==> src/rtl/seq_multiplier_hs.sv <==
// Shift-add sequential multiplier with valid/ready handshakes on both sides.
// Signed operands are reduced to magnitudes at capture; the sign is
// reapplied to the finished accumulator, so the datapath itself is unsigned.
module seq_multiplier_hs #(
    parameter int unsigned WIDTH = 8
) (
    input  logic                 clk,
    input  logic                 rst_n,
    input  logic                 in_valid,
    output logic                 in_ready,
    input  logic [WIDTH-1:0]     a,
    input  logic [WIDTH-1:0]     b,
    input  logic                 signed_mode,
    output logic                 out_valid,
    input  logic                 out_ready,
    output logic [2*WIDTH-1:0]   product,
    output logic                 busy
);

    localparam int unsigned CW = $clog2(WIDTH + 1);

    typedef enum logic [1:0] {
        IDLE,
        BUSY,
        DONE
    } state_t;

    state_t               state_q;
    logic [2*WIDTH-1:0]   mcand_q;
    logic [WIDTH-1:0]     mplier_q;
    logic [2*WIDTH-1:0]   acc_q;
    logic [CW-1:0]        cnt_q;
    logic                 neg_q;
    logic [2*WIDTH-1:0]   product_q;

    logic [WIDTH-1:0]     mag_a_d;
    logic [WIDTH-1:0]     mag_b_d;
    logic                 neg_d;
    logic [2*WIDTH-1:0]   acc_d;
    logic [2*WIDTH-1:0]   product_d;

    // Operand magnitudes at capture and the accumulator / result for this step
    always_comb begin
        mag_a_d   = (signed_mode && a[WIDTH-1]) ? -a : a;
        mag_b_d   = (signed_mode && b[WIDTH-1]) ? -b : b;
        neg_d     = signed_mode & (a[WIDTH-1] ^ b[WIDTH-1]);
        acc_d     = mplier_q[0] ? (acc_q + mcand_q) : acc_q;
        product_d = neg_q ? -acc_d : acc_d;
    end

    // Control FSM and shift-add datapath
    always_ff @(posedge clk or negedge rst_n) begin
        if (!rst_n) begin
            state_q   <= IDLE;
            mcand_q   <= '0;
            mplier_q  <= '0;
            acc_q     <= '0;
            cnt_q     <= '0;
            neg_q     <= 1'b0;
            product_q <= '0;
        end else begin
            case (state_q)
                IDLE: begin
                    if (in_valid) begin
                        mcand_q  <= {{WIDTH{1'b0}}, mag_a_d};
                        mplier_q <= mag_b_d;
                        acc_q    <= '0;
                        cnt_q    <= CW'(WIDTH);
                        neg_q    <= neg_d;
                        state_q  <= BUSY;
                    end
                end
                BUSY: begin
                    acc_q    <= acc_d;
                    mplier_q <= mplier_q >> 1;
                    mcand_q  <= mcand_q << 1;
                    cnt_q    <= cnt_q - CW'(1);
                    // last step: result taken from this step's sum, not acc_q
                    if (cnt_q == CW'(1)) begin
                        product_q <= product_d;
                        state_q   <= DONE;
                    end
                end
                DONE: begin
                    if (out_ready) begin
                        state_q <= IDLE;
                    end
                end
                default: state_q <= IDLE;
            endcase
        end
    end

    assign in_ready  = (state_q == IDLE);
    assign busy      = (state_q != IDLE);
    assign out_valid = (state_q == DONE);
    assign product   = product_q;

endmodule
==> config.mk <==
export PLATFORM = sky130hd
export DESIGN_NAME = seq_multiplier_hs
export DESIGN_NICKNAME = d
export VERILOG_FILES = /design/src/rtl/seq_multiplier_hs.sv
export SDC_FILE = /design/constraint.sdc
export NUM_CORES = 1
export LEC_CHECK = 0
export BUFFER_PORTS_ARGS = -buffer_cell sky130_fd_sc_hd__buf_2
export CORE_MARGIN = 3
export CORE_UTILIZATION = 40
export CTS_CLUSTER_DIAMETER = 60
export CTS_CLUSTER_SIZE = 14
export DETAILED_ROUTE_END_ITERATION = 10
export PLACE_DENSITY_LB_ADDON = 0.15
export REMOVE_ABC_BUFFERS = 1
export SYNTH_ARGS = -nofsm -noshare
export SYNTH_HDL_FRONTEND = slang
export SYNTH_SLANG_ARGS = --single-unit
==> constraint.sdc <==
create_clock -name clk -period 4 [get_ports clk]
set_input_delay 0 -clock clk [delete_from_list [all_inputs] [get_ports clk]]
set_output_delay 0 -clock clk [all_outputs]
set_load 0.02 [all_outputs]
==> Word level (Yosys, flattened, before mapping) <==
Index checks and enable logic that the tools add are counted.
{ "op_classes": {"n_mux": 16, "eq_ne": 6, "n_bitwise": 2, "add_sub_neg": 5, "n_reduce_logical": 9} }
{ "op_table": {"columns": ["operator", "n"], "rows": [
  ["$mux W16", 4],
  ["$pmux W16 S2", 2],
  ["$mux W8", 3],
  ["$add A16 B16 Y16", 1],
  ["$neg A16 Y16", 1],
  ["$neg A8 Y8", 2],
  ["$pmux W8 S2", 1],
  ["$pmux W4 S2", 1],
  ["$mux W2", 3],
  ["$pmux W2 S3", 1],
  ["$reduce_and A2 Y1", 3],
  ["$eq A4 B1 Y1 const B", 1],
  ["$mux W4", 1],
  ["$ne A2 B2 Y1 const B", 2],
  ["$reduce_bool A2 Y1", 2],
  ["$sub A4 B1 Y4 const B", 1],
  ["$reduce_and A3 Y1", 1],
  ["$eq A2 B1 Y1 const B", 1],
  ["$eq A2 B2 Y1 const B", 1],
  ["$logic_and A1 B1 Y1", 2],
  ["$logic_not A2 Y1", 1],
  ["$ne A2 B1 Y1 const B", 1],
  ["$and A1 B1 Y1", 1],
  ["$xor A1 B1 Y1", 1]
]} }
{ "word_totals": {"reg_bits": 63, "out_inout_bits": 19} }

==> Depth between registers and ports, before layout <==
{ "logic_depth": {"word_depth": 4, "ltp_mapped": 11, "depth_no_buf": 11} }

==> Worst setup path after synthesis <==
OpenSTA, ideal clock, no wires.
{ "synth_timing": {"kind": "flip-flop to flip-flop", "start": "register mcand_q[0]", "end": "register product_q[14] (netlist: product[14])", "slack_ns": 1.055, "required_time_ns": 3.869, "synth_period_minus_slack_ns": 2.945, "stages_incl_launch_ff": 12, "path_buffers": 0, "arrival_ns": 2.814, "setup_ns": 0.131, "path_cell_list": "dfrtp_1 ha_1 fa_1 a21o_1 a221o_1 or3_1 a32oi_1 o2bb2ai_1 nand3_1 o31ai_1 xnor2_1 o21ai_1"} }
{ "synth_via": {"elab_chain_len": 4} }
{ "synth_rtl": {"columns": ["element", "line", "source"], "rows": [
  ["start, declared", "29", "logic [2*WIDTH-1:0] mcand_q;"],
  ["start signal, assigned", "65", "mcand_q <= {{WIDTH{1'b0}}, mag_a_d};"],
  ["start signal, assigned", "76", "mcand_q <= mcand_q << 1;"],
  ["$add A16 B16 Y16 *", "47", "acc_d = mplier_q[0] ? (acc_q + mcand_q) : acc_q;"],
  ["$mux W16 *", "47", null],
  ["$neg A16 Y16", "48", "product_d = neg_q ? -acc_d : acc_d;"],
  ["$mux W16 *", "48", null],
  ["end signal, assigned", "80", "product_q <= product_d;"],
  ["end, declared", "34", "logic [2*WIDTH-1:0] product_q;"]
]} }
Mark *: on every way between the ends. The rest lies on a longest branch, timed or not.
A chain may end at the register's enable or synchronous reset.

==> Worst setup path after layout <==
{ "layout_timing": {"start": "register mcand_q[0]", "end": "register product_q[15] (netlist: product[15])"} }
The elaborated chain is that of the path after synthesis.

==> qor.csv <==
metric,value,unit
Initial Util,0.4137,
final instance area,4810,µm²
share of layout cells above drive strength 1,0.1456,
static leakage,2.143,nW
P&R area growth vs syn,18.39,%
final core utilization,0.4898,
DP HPWL,6621,µm
crit start category,flip-flop,
number of fill cells in the layout,974,
Hold Path Cell Cnt,3,
die width,106.8,µm
synth warn,0,
drt wl/cell,14.23,µm
gr usage total,0.1779,
die area,11400,µm²
CTS buffer count,9,
antenna violations before repair,0,
Via density,5.350,
vias in the first global route,3394,
peak supply drop,0.2654,mV
Tcrit/Tclk final,0.8122,
Final Max Tran Viols,0,
Iter 0 DRT Violations,117,
Syn Inst Count,459,
Worst-path clk slew,0.07,ns
largest net degree at the start of global routing,64,
final setup TNS,0,ns
Critical Path RT,4.20,ns
r2r startpoint,mcand_q[0],
flop2flop setup slack,0.75,ns
total global routing overflow,0,
cell accounting for the most synthesized area,dfrtp_1,
Netlist Area Pre-Place,4063,µm²
Synth top cells by count,"nand2_1, dfrtp_1, o21ai_0, nand3_1, xnor2_1",
Port Buffer Count,39,
core area,9819,µm²
area of the multi-input gates,2342,µm²
Post-Route Hold Slack,0.02239,ns
Synth top area share,0.3881,
WL final,9223,µm
clk_lat worst skew,0.35,ns
Final min period,3.249,ns
H-tree depth,3,
vias,3467,
PwrDens,900.4,nW/µm²
Sink Count,63,
antenna cells,0,
R2R depth,11,
final hold violations,0,
Worst Setup End Kind,flip-flop,
TritonRoute pass-1 iters,4,
PostCTS Resize Cnt,0,
post-synthesis sequential element count,63,
global-route wire length before repair,16350,µm
asr flop ratio synth,1.000,
Worst slew margin,0.3429,
worst hold endpoint,mcand_q[7],
CTS tree,built,
Area contributors post-synth,"dfrtp_1, o21ai_0, ha_1",
Worst R2R End,product[15],
final net count,552,
Hold Crit Start,a[7],
Tightest Pin Transition,0.9820,ns
Area after DPL,4374,µm²
worst endpoint data arrival time,3.45,ns
status,"finished, final reports clean",
Setup Viol. Count Final,0,
Syn Area/Cell,8.851,µm²
RSZ-0062 raised after global routing,no,
GPL Wtd Cong,0.8590,
Overall Power,4.331,mW
Post-synth EDFFs,0,
IO Count,40,
Post-Route Skew,0.009200,ns
Post-DRT Antenna Nets,0,
register area,1577,µm²
worst min path class,input port to flip-flop,
CP max FO,4,
Max-cap violations,0,
most frequent cell after synthesis,nand2_1,
Worst Setup Path Type,flip-flop to flip-flop,
part of the Yosys area used for sequential elements,0.3881,
fmax,0.3078,GHz
"Top FF cell, synth",dfrtp_1,
Clock Tree Root,clkbuf_8,
distinct cell type count after synthesis,59,
chip height,106.8,µm
Max clock buf depth,2,
cell row count,36,
post-route DRC violation count,0,
[per-layer routing]
metal	up-vias	track usage	wire length [µm]
met4	0	0.05571	98
met1	1635	0.2340	4460
met5	-	0	0
met2	57	0.3004	4328
met3	8	0.02890	335
li1	1767	-	-
[worst max-delay path, stage by stage (launching register included)]
cell,delay (ns)
dfrtp_1,0.40
ha_1,0.24
fa_1,0.43
a21o_1,0.23
a221o_1,0.36
or3_1,0.34
a32oi_1,0.27
o2bb2ai_1,0.19
nand4_1,0.17
o31ai_2,0.26
xnor2_1,0.15
o21ai_1,0.07
[stage by stage]
step / setup WS (ns) / instances
6_report: 0.7512 / 648
5_1_grt: 0.4892 / 648
3_5_place_dp: 0.7893 / 613
2_1_floorplan: 1.038 / 435
4_1_cts: 0.7586 / 648
3_3_place_gp: 0.8198 / 613
[where the power goes]
group | total [mW] | internal, mW | switching (mW) | leakage, nW
combinational | 2.47 | 1.01 | 1.46 | 1.22
sequential | 1.18 | 0.923 | 0.253 | 0.799
clock | 0.683 | 0.416 | 0.267 | 0.123
total | 4.33 | 2.35 | 1.98 | 2.14
[cell families after synthesis]
group | synth area share
xor gates and xnor gates | 0.06899
buffers and inverters | 0.03542
muxes | 0.03480
AOI/OAI and AO/OA | 0.2331
adders and majority gates | 0.06652
DFF | 0.3881
and+or+nand+nor | 0.1731
[cells in the final DEF (no fill, tap or decap), drive strengths merged, types with 4 or more instances in the layout]
cell type / instances
nand2: 66
dfrtp: 63
o21ai: 61
buf: 45
nand3: 26
xnor2: 25
ha: 20
a21oi: 19
dlygate4sd3: 19
inv: 13
nor2: 13
a22oi: 11
clkbuf: 9
mux2i: 7
xor2: 7
a31oi: 7
nand2b: 6
nor2b: 6
a21o: 6
a211oi: 6
mux2: 6
nor3: 5
or3: 5
o211ai: 5
a211o: 5
nand4: 4
clkinv: 4
[flip-flops by register name, indices dropped and copies added, names as in the netlist]
signal,count
state_q,2
mcand_q,16
mplier_q,8
acc_q,16
cnt_q,4
neg_q,1
product,16
[cell type report]
cell class              instances  share of cell area
clock inverters                 7             0.02523
inverters                      13             0.01015
repair buffers                 64             0.08949
clock buffers                   9             0.02575
well taps                     133             0.03460
flip-flops and latches         63              0.3278
multi-input cells             359              0.4870
[timing repair]
item                      in CTS  in global routing
hold endpoints to repair      79                  0
hold buffers                  19                  0
buffers inserted               0                  0
[worst max path at each step]
stage | startpoint | end | slack [ns] | cells after the start
after global placement | mcand_q[0] | product[14] | 0.82 | 11
after detailed placement | mcand_q[0] | product[15] | 0.79 | 11
after CTS | mcand_q[0] | product[15] | 0.76 | 11
final | mcand_q[0] | product[15] | 0.75 | 11
after global routing | mcand_q[0] | product[15] | 0.49 | 11
after floorplan | mcand_q[0] | product[14] | 1.04 | 11
No activity file was read; power rests on OpenSTA's default activity.
